**config.mk**
```make
export PLATFORM = sky130hd
export DESIGN_NAME = sram_port0_initiator
export DESIGN_NICKNAME = d
export VERILOG_FILES = /design/src/rtl/sram_ctrl_pkg.sv /design/src/rtl/sram_rsp_fifo.sv /design/src/rtl/sram_port0_initiator.sv
export SDC_FILE = /design/constraint.sdc
export NUM_CORES = 1
export LEC_CHECK = 0
export ABC_AREA = 1
export BUFFER_PORTS_ARGS = -buffer_cell sky130_fd_sc_hd__buf_2
export CAP_MARGIN = 20
export CORE_UTILIZATION = 53
export CTS_CLUSTER_DIAMETER = 80
export CTS_CLUSTER_SIZE = 40
export DETAILED_ROUTE_END_ITERATION = 10
export MAX_ROUTING_LAYER = met4
export PLACE_DENSITY = 0.76
export SETUP_SLACK_MARGIN = 0.15
export SYNTH_ARGS = -nofsm -noshare
export SYNTH_HDL_FRONTEND = slang
export SYNTH_SLANG_ARGS = --single-unit
export TNS_END_PERCENT = 50
```
**constraint.sdc**
```tcl
create_clock -name clk0 -period 3.6 [get_ports clk0]
set_clock_uncertainty 0.2 [all_clocks]
set_input_delay 0.18 -clock clk0 [delete_from_list [all_inputs] [get_ports clk0]]
set_output_delay 0.18 -clock clk0 [all_outputs]
set_load 0.01 [all_outputs]
```
**src/rtl/sram_ctrl_pkg.sv**
```systemverilog
// ============================================================================
// Module      : sram_ctrl_pkg
// Description : Shared types and default geometry for the SRAM port initiator.
// Revision    : 1.0 - initial release
// ============================================================================
`default_nettype none

package sram_ctrl_pkg;

    localparam int c_DATA_WIDTH = 32;
    localparam int c_ADDR_WIDTH = 9;
    localparam int c_NUM_WMASKS = 4;

    typedef enum logic [0:0] {
        c_SCRUB = 1'b0,
        c_RUN   = 1'b1
    } state_t;

    typedef struct packed {
        logic                    we;
        logic [c_ADDR_WIDTH-1:0] addr;
        logic [c_DATA_WIDTH-1:0] wdata;
        logic [c_NUM_WMASKS-1:0] wmask;
    } req_t;

endpackage

`default_nettype wire

```
**src/rtl/sram_rsp_fifo.sv**
```systemverilog
// ============================================================================
// Module      : sram_rsp_fifo
// Description : Synchronous DEPTH x WIDTH response FIFO with push/pop/count.
// Revision    : 1.0 - initial release
// ============================================================================
`default_nettype none

module sram_rsp_fifo #(
    parameter int DEPTH = 4,
    parameter int WIDTH = 32
) (
    input  logic                         clk,
    input  logic                         rst,
    input  logic                         i_push,
    input  logic [WIDTH-1:0]             i_wdata,
    input  logic                         i_pop,
    output logic [WIDTH-1:0]             o_rdata,
    output logic                         o_empty,
    output logic [$clog2(DEPTH+1)-1:0]   o_count
);

    localparam int c_PW = $clog2(DEPTH);
    localparam int c_CW = $clog2(DEPTH + 1);
    localparam logic [c_PW-1:0] c_LAST = c_PW'(DEPTH - 1);
    localparam logic [c_CW-1:0] c_FULL = c_CW'(DEPTH);

    logic [WIDTH-1:0] r_mem [DEPTH];
    logic [c_PW-1:0]  r_wr_ptr;
    logic [c_PW-1:0]  r_rd_ptr;
    logic [c_CW-1:0]  r_count;
    logic             w_full;
    logic             w_do_push;
    logic             w_do_pop;

    assign o_empty   = (r_count == '0);
    assign w_full    = (r_count == c_FULL);
    assign w_do_pop  = i_pop && !o_empty;
    assign w_do_push = i_push && (!w_full || w_do_pop);
    assign o_rdata   = r_mem[r_rd_ptr];
    assign o_count   = r_count;

    // Storage carries no reset; only pointers and occupancy define contents.
    always_ff @(posedge clk) begin
        if (w_do_push) begin
            r_mem[r_wr_ptr] <= i_wdata;
        end
    end

    always_ff @(posedge clk) begin
        if (rst) begin
            r_wr_ptr <= '0;
            r_rd_ptr <= '0;
            r_count  <= '0;
        end else begin
            if (w_do_push) begin
                r_wr_ptr <= (r_wr_ptr == c_LAST) ? '0 : r_wr_ptr + 1'b1;
            end
            if (w_do_pop) begin
                r_rd_ptr <= (r_rd_ptr == c_LAST) ? '0 : r_rd_ptr + 1'b1;
            end
            case ({w_do_push, w_do_pop})
                2'b10:   r_count <= r_count + 1'b1;
                2'b01:   r_count <= r_count - 1'b1;
                default: r_count <= r_count;
            endcase
        end
    end

    a_no_overflow: assert property (@(posedge clk) disable iff (rst)
        !(i_push && w_full && !w_do_pop));

endmodule

`default_nettype wire

```
**src/rtl/sram_port0_initiator.sv**
```systemverilog
// ============================================================================
// Module      : sram_port0_initiator
// Description : Valid/ready initiator for port 0 (1RW) of the OpenRAM 32x512
//               macro; optional power-on zero scrub via SRAM_INIT_SCRUB_EN.
// Revision    : 1.0 - initial release
// ============================================================================
`default_nettype none

module sram_port0_initiator
    import sram_ctrl_pkg::*;
#(
    parameter int DATA_WIDTH = c_DATA_WIDTH,
    parameter int ADDR_WIDTH = c_ADDR_WIDTH,
    parameter int NUM_WMASKS = c_NUM_WMASKS,
    parameter int RSP_DEPTH  = 4
) (
    input  logic                  clk0,
    input  logic                  rst0,
    input  logic                  req_valid,
    output logic                  req_ready,
    input  logic                  req_we,
    input  logic [ADDR_WIDTH-1:0] req_addr,
    input  logic [DATA_WIDTH-1:0] req_wdata,
    input  logic [NUM_WMASKS-1:0] req_wmask,
    output logic                  rsp_valid,
    input  logic                  rsp_ready,
    output logic [DATA_WIDTH-1:0] rsp_rdata,
    output logic                  busy,
    output logic                  csb0,
    output logic                  web0,
    output logic [NUM_WMASKS-1:0] wmask0,
    output logic [ADDR_WIDTH-1:0] addr0,
    output logic [DATA_WIDTH-1:0] din0,
    input  logic [DATA_WIDTH-1:0] dout0
);

    localparam int c_CW = $clog2(RSP_DEPTH + 1);
    localparam logic [c_CW-1:0] c_MAX_CREDIT = c_CW'(RSP_DEPTH);

    req_t                  w_req;
    logic                  w_acc;
    logic                  w_acc_rd;
    logic                  w_pop;
    logic                  w_scrub;
    logic [ADDR_WIDTH-1:0] w_scrub_addr;
    logic                  w_fifo_empty;
    logic [c_CW-1:0]       w_fifo_count;
    logic [c_CW-1:0]       r_credit;
    logic [1:0]            r_rd_trk;

    assign w_req = '{we: req_we, addr: req_addr, wdata: req_wdata, wmask: req_wmask};

    // Writes are also gated by credit so request order never needs tracking.
    assign req_ready = !busy && (r_credit < c_MAX_CREDIT);
    assign w_acc     = req_valid && req_ready;
    assign w_acc_rd  = w_acc && !w_req.we;
    assign w_pop     = rsp_valid && rsp_ready;
    assign rsp_valid = !w_fifo_empty;
    assign busy      = w_scrub;

`ifdef SRAM_INIT_SCRUB_EN
    localparam logic [ADDR_WIDTH-1:0] c_LAST_ADDR = '1;

    state_t                r_state;
    logic [ADDR_WIDTH-1:0] r_scrub_addr;

    always_ff @(posedge clk0) begin
        if (rst0) begin
            r_state      <= c_SCRUB;
            r_scrub_addr <= '0;
        end else if (r_state == c_SCRUB) begin
            r_scrub_addr <= r_scrub_addr + 1'b1;
            if (r_scrub_addr == c_LAST_ADDR) begin
                r_state <= c_RUN;
            end
        end
    end

    assign w_scrub      = (r_state == c_SCRUB);
    assign w_scrub_addr = r_scrub_addr;
`else
    assign w_scrub      = 1'b0;
    assign w_scrub_addr = '0;
`endif

    // Macro inputs are registered so they are stable across the macro's own capture edge.
    always_ff @(posedge clk0) begin
        if (rst0) begin
            csb0   <= 1'b1;
            web0   <= 1'b1;
            wmask0 <= '0;
            addr0  <= '0;
            din0   <= '0;
        end else if (w_scrub) begin
            csb0   <= 1'b0;
            web0   <= 1'b0;
            wmask0 <= '1;
            addr0  <= w_scrub_addr;
            din0   <= '0;
        end else if (w_acc) begin
            csb0   <= 1'b0;
            web0   <= ~w_req.we;
            wmask0 <= w_req.we ? w_req.wmask : '0;
            addr0  <= w_req.addr;
            din0   <= w_req.wdata;
        end else begin
            csb0   <= 1'b1;
            web0   <= 1'b1;
        end
    end

    // Stage 1: macro latches the read; stage 2: dout0 is valid at this edge.
    always_ff @(posedge clk0) begin
        if (rst0) begin
            r_rd_trk <= '0;
            r_credit <= '0;
        end else begin
            r_rd_trk <= {r_rd_trk[0], w_acc_rd};
            case ({w_acc_rd, w_pop})
                2'b10:   r_credit <= r_credit + 1'b1;
                2'b01:   r_credit <= r_credit - 1'b1;
                default: r_credit <= r_credit;
            endcase
        end
    end

    sram_rsp_fifo #(
        .DEPTH (RSP_DEPTH),
        .WIDTH (DATA_WIDTH)
    ) u_rsp_fifo (
        .clk     (clk0),
        .rst     (rst0),
        .i_push  (r_rd_trk[1]),
        .i_wdata (dout0),
        .i_pop   (w_pop),
        .o_rdata (rsp_rdata),
        .o_empty (w_fifo_empty),
        .o_count (w_fifo_count)
    );

    a_credit_covers_fifo: assert property (@(posedge clk0) disable iff (rst0)
        r_credit >= w_fifo_count);

endmodule

`default_nettype wire
```
==> results by stage, run 1 <==
Clocking:
- The tree built by TritonCTS fans out to 189 sinks.
- Clock tree synthesis selected as its root buffer the cell sky130_fd_sc_hd__clkbuf_16.
- For the worst-skew pair, the clock arrives at the later sink with an insertion delay of approximately 0.42 ns.
- The maximum clock insertion buffer count is 2.
- The number of H-tree levels is 4.
- In this run, post-CTS repair resized a total of 0 instances.
- Counting the buffers created by CTS gives 17.
- The clock tree from TritonCTS is yes.
- The clock edge transition at the registers on the reported setup and hold paths is 0.06 ns.

Timing:
- The final-report setup violation count is 0.
- The worst hold slack across all endpoints is 0.208 ns.
- Setup repair after global routing left no endpoint under its margin.
- The transition at the pin with the smallest max-transition slack is 1.06 ns.
- The total negative slack is 0 ns.
- The worst-case headroom to the max-slew limit is 29.1%.
- The worst path in the final design needs a cycle of 3.01 ns, including I/O delays and setup.
- Of the available clock period, the critical path in the final layout requires about 84%.
- The final hold violation count was 0.
- The maximum achievable frequency is between 300 and 400 MHz.
- The number of pins exceeding their max-slew limit in the final report is 0.

Route:
- The via count of the routed design is 5543.
- The routed wirelength normalized by instance count is approximately 16 um.
- For this run, design rule violations remaining after detail routing come to 0.
- Before antenna repair, the detailed router went through 6 iterations.
- The routed design has 16800 um of wire.
- The remaining number of nets flagged by the antenna check after routing is 0.
- After the first detailed-routing iteration, the DRC count stood at around 440.
- After detailed routing, the number of vias per cell comes to 5.35.

Pwr:
- The internal portion of total power is a little under 4 mW.
- The power share of the sequential group is around 45%.
- Power spread over the standard cell area amounts to around 580 mW/mm^2.
- The worst ir drop on vdd is between 0.3 and 0.4 mV.
- For this design the total switching power over the nets is 1.56 mW.
- The combinational share of power is 21.7%.
- The leakage power figure is just under 4 nW.
- The power share of the clock group is 33.1%.
- The power consumption is approximately 5.5 mW.
- The switching share of power is 28.3%.

Placed design:
- The congestion estimate from routability-driven global placement came to between 0.8 and 0.9.
- Port buffering added about 160 buffers.
- The placed standard-cell area is 0.00795 mm^2.
- Detailed placement finished with a half-perimeter wire length of just under 9000 um.

Synthesis:
- Yosys mapped the design onto 23 distinct sky130hd cell types.
- The post-synth net total is between 700 and 800.
- The synthesized flop and latch total is between 150 and 200.
- The synthesized design spends more area on one cell type than any other, namely sky130_fd_sc_hd__edfxtp_1.
- Summing the sequential cell areas from Yosys gives between 70% and 80% of the chip area.
- After synthesis, the mean cell area works out to roughly 12 um^2.
- After synthesis, the cell types taking the most area are sky130_fd_sc_hd__edfxtp_1 (54%), sky130_fd_sc_hd__dfxtp_1 (17%), sky130_fd_sc_hd__nand2_1 (5.4%).
- The warning count from the yosys run is 0.
- The synthesized design devotes to its leading area cell type about 54% of total area.
- Synthesis produced 610 cells.
- The combined area of all synthesized cells is slightly above 0.007 mm^2.

Critical path:
- STA classifies the critical path endpoint as a flop.
- The slowest stage of the critical path is the sky130_fd_sc_hd__nor2_2 cell.
- STA puts the critical path data required time at about 3.8 ns.
- Of all nets on the critical path, the largest fanout is 47.
- The internal reg-to-reg setup slack is approximately 0.59 ns.
- The start-to-end type of the worst setup path is reg2reg.
- The delay of the slowest cell on the worst path is between 0.6 and 0.7 ns.
- Data on the critical path arrives at its endpoint at 3.18 ns.
- The type of element launching the critical path is a flop.
- The critical path goes through inv_2, nand2_2, nor2_2, buf_4, nand3_1, dlygate4sd3_1, nand2_1.

Final layout:
- The number of diodes added for antenna fixing is 0.
- The final non-filler cell area is about 0.0095 mm^2.
- The fraction of final layout cells with drive strength greater than 1 is a little under a quarter.
- Summing all flip-flop and latch instances after layout gives 0.00507 mm^2.
- In the final layout, the multi-input gates occupy between 0.0015 and 0.002 mm^2.
- The layout net count is 944.
- The final-layout fill cell count is around 810.
- The layout overhead on the synthesized area is 33.0%.
- The library cell used most frequently in the layout, excluding fill and tap cells, is sky130_fd_sc_hd__buf_2.
- Once layout is complete, the utilization of the core stands at around 74%.
- The library cells used most frequently in the layout, excluding fill and tap cells, are sky130_fd_sc_hd__buf_2 (162), sky130_fd_sc_hd__edfxtp_1 (128), sky130_fd_sc_hd__nand2_1 (103).

Die:
- The die is 118 um tall.
- The floorplan step defined a die boundary enclosing about 0.014 mm^2.
- The top-level port count is 164.
- The initialized floorplan defines a little over 40 standard-cell rows.
- From left edge to right edge, the die measures 118 um.
- For this configuration, the core starts out at a cell density of a little under three fifths.
- The floorplan core area is about 0.013 mm^2.

GRT:
- For this run, the total global-route usage over all layers was measured as 25.8%.
- The total global routing overflow is 0.
- The via count of the first global-routing pass was between 5k and 6k.
- The number of antenna violations at the first check in global routing is 0.
- The pin count of the biggest net entering global routing is between 60 and 70.
- The first global-routing pass estimated approximately 27000 um of wire.

Run:
- The count of maximum capacitance violations is 0.

Min path:
- The min-delay analysis places its worst path in the category reg2reg.

Run status:
- The run finished with clean final reports.
what timing repair did:
action	4_1_cts	5_1_grt
hold buffers	94	0
buffers inserted	0	0
endpoints found under the hold margin	181	0
through the flow:
step	cells	worst slack [ns]
after floorplan	610	0.956
after global placement	912	1.20
after detailed placement	912	1.11
after CTS	1037	0.758
after global routing	1037	0.350
final	1037	0.586
worst max-delay path: cells and delay by family, from the launching register on:
family                 cells  cell delay (ns)
buffers and inverters      3             1.10
flip-flops                 1             0.31
AND/OR/NAND/NOR            4             1.34
final timing paths:
| path | cells past startpoint | endpoint | startpoint |
|---|---|---|---|
| worst max-delay path | 7 | wmask0[0] | r_credit[2] |
| worst min-delay path | 2 | r_rd_trk[1] | r_rd_trk[0] |
| worst max register to register | 7 | wmask0[0] | r_credit[2] |
| worst min register to register | 2 | r_rd_trk[1] | r_rd_trk[0] |
power by group through the flow:
stage          sequential (mW)  combinational [mW]  clock [mW]
6_report                  2.50                1.20        1.83
3_3_place_gp              2.53                1.06           0
3_5_place_dp              2.53                1.10           0
4_1_cts                   2.49                1.18        1.85
5_1_grt                   2.50                1.33        1.93
2_1_floorplan             2.53               0.734           0
state kept, by name, summed over array words and instances, names as in the netlist, named ones only:
register,flops
addr0,9
csb0,1
din0,32
r_credit,3
r_rd_trk,2
u_rsp_fifo.o_count,3
u_rsp_fifo.r_mem,128
u_rsp_fifo.r_rd_ptr,2
u_rsp_fifo.r_wr_ptr,2
web0,1
wmask0,4
final cells by class:
| type | instances | area share (%) |
|---|---|---|
| Sequential cell | 189 | 53.5 |
| Timing Repair Buffer | 259 | 18.7 |
| Multi-Input combinational cell | 361 | 18.3 |
| Clock buffer | 19 | 4.57 |
| Tap cell | 172 | 2.27 |
| Clock inverter | 12 | 1.53 |
| Inverter | 25 | 1.02 |
per-layer routing:
metal	global-route usage, %	vias to the layer above	part of all wire [%]
li1	-	2601	-
met1	28.4	2589	39
met2	43.2	306	50
met3	6.69	47	8.2
met4	12.9	0	2.9
met5	-	-	0
cells by family after synthesis:
group / synth area share (%)
adder cells (fa/ha/maj): 1.79
other: 0.0527
AO/OA/AOI/OAI: 8.12
flip-flops: 71.2
AND/OR/NAND/NOR: 14.0
buffers and inverters: 4.89
synth_stat cells (all sizes together):
master,instances
nand3,55
a21oi,6
nor2,83
nand2,104
inv,25
edfxtp,128
dfxtp,61
a21boi,1
clkbuf,3
o21ai,68
buf,32
ha,7
fa,2
conb,1
o22ai,32
or2,2
Power figures use the tool's default switching activity.
==> run 2: changes to the inputs <==
- CORE_UTILIZATION: 53 -> 48
- PLACE_DENSITY: 0.76 -> 0.72
- clock period: 3.6 -> 2.5 ns (I/O delays scaled with it)
==> run 2 against run 1 <==
Net effect:
- core utilization is 8.2 points lower
- largest cell class unchanged
- die area grew 10%
- sequential power up 42%
==> results by stage, run 2 (synthesized netlist as in run 1, its figures left out) <==
Run status:
- The flow ran to the end, and the final reports show no timing, DRC or antenna violations.

Route:
- The count of TritonRoute iterations in the first routing pass is 5.
- The first-iteration detailed-routing DRC count is 386.
- The routed via count divided by cell count is about 5.2.
- The routed wirelength normalized by instance count is ~16 um.
- After detailed routing, the total wire length is 16400 um.
- In this run the remaining antenna-violating nets after routing total 0.
- The post-route DRC violation count is 0.
- Across all layers, the routed design uses about 5.4k vias.

Die:
- The number of placement rows is 44.
- From left edge to right edge, the die measures around 120 um.
- The height of the chip is approximately 120 um.
- The total die area is between 0.015 and 0.02 mm^2.
- The floorplan core area is around 0.014 mm^2.
- The top-level port count is around 160.
- The initial core utilization is 49.2%.

Placed design:
- The HPWL after detailed placement is slightly above 9000 um.
- The count of placed standard cells including taps is 931.
- The congestion estimate from routability-driven global placement came to around 0.75.
- During placement, the flow inserted port buffers numbering 162.

GRT:
- The via count of the first global-routing pass came to roughly 5.3k.
- The wire length of the first global-routing pass is about 25000 um.
- The number of antenna violations at the first check in global routing is 0.
- The total global routing overflow is 0.
- Global routing used between 20% and 30% of the available tracks.
- The pin count of the biggest net entering global routing is 65.

Clocking:
- The root buffer cell chosen for the clock tree is sky130_fd_sc_hd__clkbuf_16.
- After clock tree synthesis, the clock-pin slew on the worst setup and hold paths is 0.06 ns.
- In this run the post-CTS setup repair buffer count came out at 0.
- The H-tree was split into 4 levels.
- In this run the deepest clock path goes through 2 buffers.
- Clock tree synthesis inserted a total of 17 buffers.
- The total clock sinks is around 190.
- The clock tree from TritonCTS is yes.
- Clock latency on the worst-skew pair, taken at its later pin, is between 0.4 and 0.5 ns.

Pwr:
- The worst ir drop on vdd is 0.484 mV.
- For this design the static power due to leakage is 3.93 nW.
- Power spread over the standard cell area amounts to approximately 830 mW/mm^2.

Critical path:
- The largest fanout on the critical path is 4.
- For the worst setup path, the data required time is roughly 2.6 ns.
- STA classifies the critical path startpoint as a flop.
- The kind of end point of the critical path is a flop.
- The start-to-end type of the worst setup path is reg2reg.
- The endpoint arrival time on the critical path is approximately 2.4 ns.

Timing:
- The transition at the pin with the smallest max-transition slack is 0.922 ns.
- The final hold violation count is 0.
- The final cycle utilization of the critical path is between 90% and 100%.
- The number of pins exceeding their max-slew limit in the final report came to 0.
- In this run the tightest slew margin relative to its limit is between 30% and 40%.
- Static timing analysis puts the maximum clock frequency at 439 MHz.
- The worst hold slack across all endpoints is approximately 0.063 ns.
- Setup repair after global routing could not meet its margin everywhere.
- Setup violations remaining at the end of the flow were counted as 0.
- The worst path in the final design needs a cycle of 2.28 ns, including I/O delays and setup.

Final layout:
- 0 antenna diodes ended up in the layout.
- Once layout is complete, the cells apart from fillers number between 1k and 1.5k.
- The top cell types in the final layout, fill and taps aside, are sky130_fd_sc_hd__buf_2 (162), sky130_fd_sc_hd__edfxtp_1 (128), sky130_fd_sc_hd__nand2_1 (103).
- The share of the core filled with cells is between 60% and 70%.
- The flip-flop count of the largest register after layout is around 130.
- The layout net count is about 940.
- The register with the most flip-flops in the final layout is u_rsp_fifo.r_mem.
- From synthesis to final layout, the design area changed by 32.8%.
- The largest registers in the layout are u_rsp_fifo.r_mem: 128 flops, din0: 32 flops, addr0: 9 flops.
- The fraction of final layout cells with drive strength greater than 1 is between 20% and 30%.
- The library cell used most frequently in the layout, excluding fill and tap cells, is sky130_fd_sc_hd__buf_2.

Min path:
- The worst hold path belongs to the class in2reg.

Run:
- Across the run, the number of max-cap violations was 0.
## run 2: cell count changes in the layout (fill, tap and decap cells not counted), moves of 2 or more
cell / before / now
sky130_fd_sc_hd__buf_12: 0 / 3
sky130_fd_sc_hd__buf_4: 3 / 6
sky130_fd_sc_hd__bufinv_16: 3 / 0
sky130_fd_sc_hd__clkbuf_1: 2 / 0
sky130_fd_sc_hd__clkbuf_16: 17 / 19
sky130_fd_sc_hd__clkinv_1: 2 / 0
sky130_fd_sc_hd__clkinv_2: 3 / 6
sky130_fd_sc_hd__dlygate4sd3_1: 94 / 84
sky130_fd_sc_hd__inv_4: 1 / 4
## run 2: final cells by class
cell class                      instances  area (um^2)
Sequential cell                       189         5070
Multi-Input combinational cell        361         1730
Clock inverter                         13         82.6
Tap cell                              184          230
Clock buffer                           19          475
Fill cell                            1089         5030
Inverter                               25         96.3
Timing Repair Buffer                  256         1770
## run 2: per-stage QoR
step	instance area, um^2	power (mW)	TNS (ns)	setup slack [ns]
2_1_floorplan	7120	4.70	-18.42	-0.144
3_3_place_gp	8050	5.17	0	0.371
3_5_place_dp	8050	5.25	0	0.266
4_1_cts	9450	7.86	0	0.214
5_1_grt	9450	8.19	0	0.105
6_report	9450	7.82	0	0.222
## run 2: per-layer routing
layer,GRT usage (%),wire length [um],vias up
li1,-,-,2601
met1,26.0,6860,2574
met2,37.2,8140,205
met3,5.49,1070,30
met4,9.41,338,0
met5,-,0,-
## run 2: final timing paths
check                        start                     to  slack, ns  cells after the start
max          u_rsp_fifo.o_count[1]  u_rsp_fifo.o_count[2]       0.22                     11
min                      req_valid            r_credit[0]       0.06                      5
max reg2reg  u_rsp_fifo.o_count[1]  u_rsp_fifo.o_count[2]       0.22                     11
min reg2reg            r_rd_trk[0]            r_rd_trk[1]       0.23                      2
## run 2: power breakdown
group / total (mW) / switching (mW) / internal, mW / leakage (nW)
sequential: 3.55 / 0.0730 / 3.48 / 1.66
clock: 2.53 / 1.14 / 1.39 / 0.284
combinational: 1.74 / 1.09 / 0.659 / 1.99
total: 7.82 / 2.30 / 5.52 / 3.93
## run 2: worst max-delay path, stage by stage, from the launching register on
cell	delay [ns]
sky130_fd_sc_hd__dfxtp_1	0.36
sky130_fd_sc_hd__nor2_1	0.09
sky130_fd_sc_hd__a21boi_0	0.40
sky130_fd_sc_hd__ha_1	0.27
sky130_fd_sc_hd__inv_1	0.07
sky130_fd_sc_hd__fa_1	0.39
sky130_fd_sc_hd__inv_1	0.09
sky130_fd_sc_hd__nand2_1	0.05
sky130_fd_sc_hd__nand3_1	0.09
sky130_fd_sc_hd__nand2_1	0.06
sky130_fd_sc_hd__nand2_1	0.06
sky130_fd_sc_hd__nor2_1	0.05
## run 2: repair_timing
item	CTS	global route
hold buffers	84	0
gates resized for setup	0	1
endpoints found under the hold margin	180	0
endpoints found under the setup margin	0	9
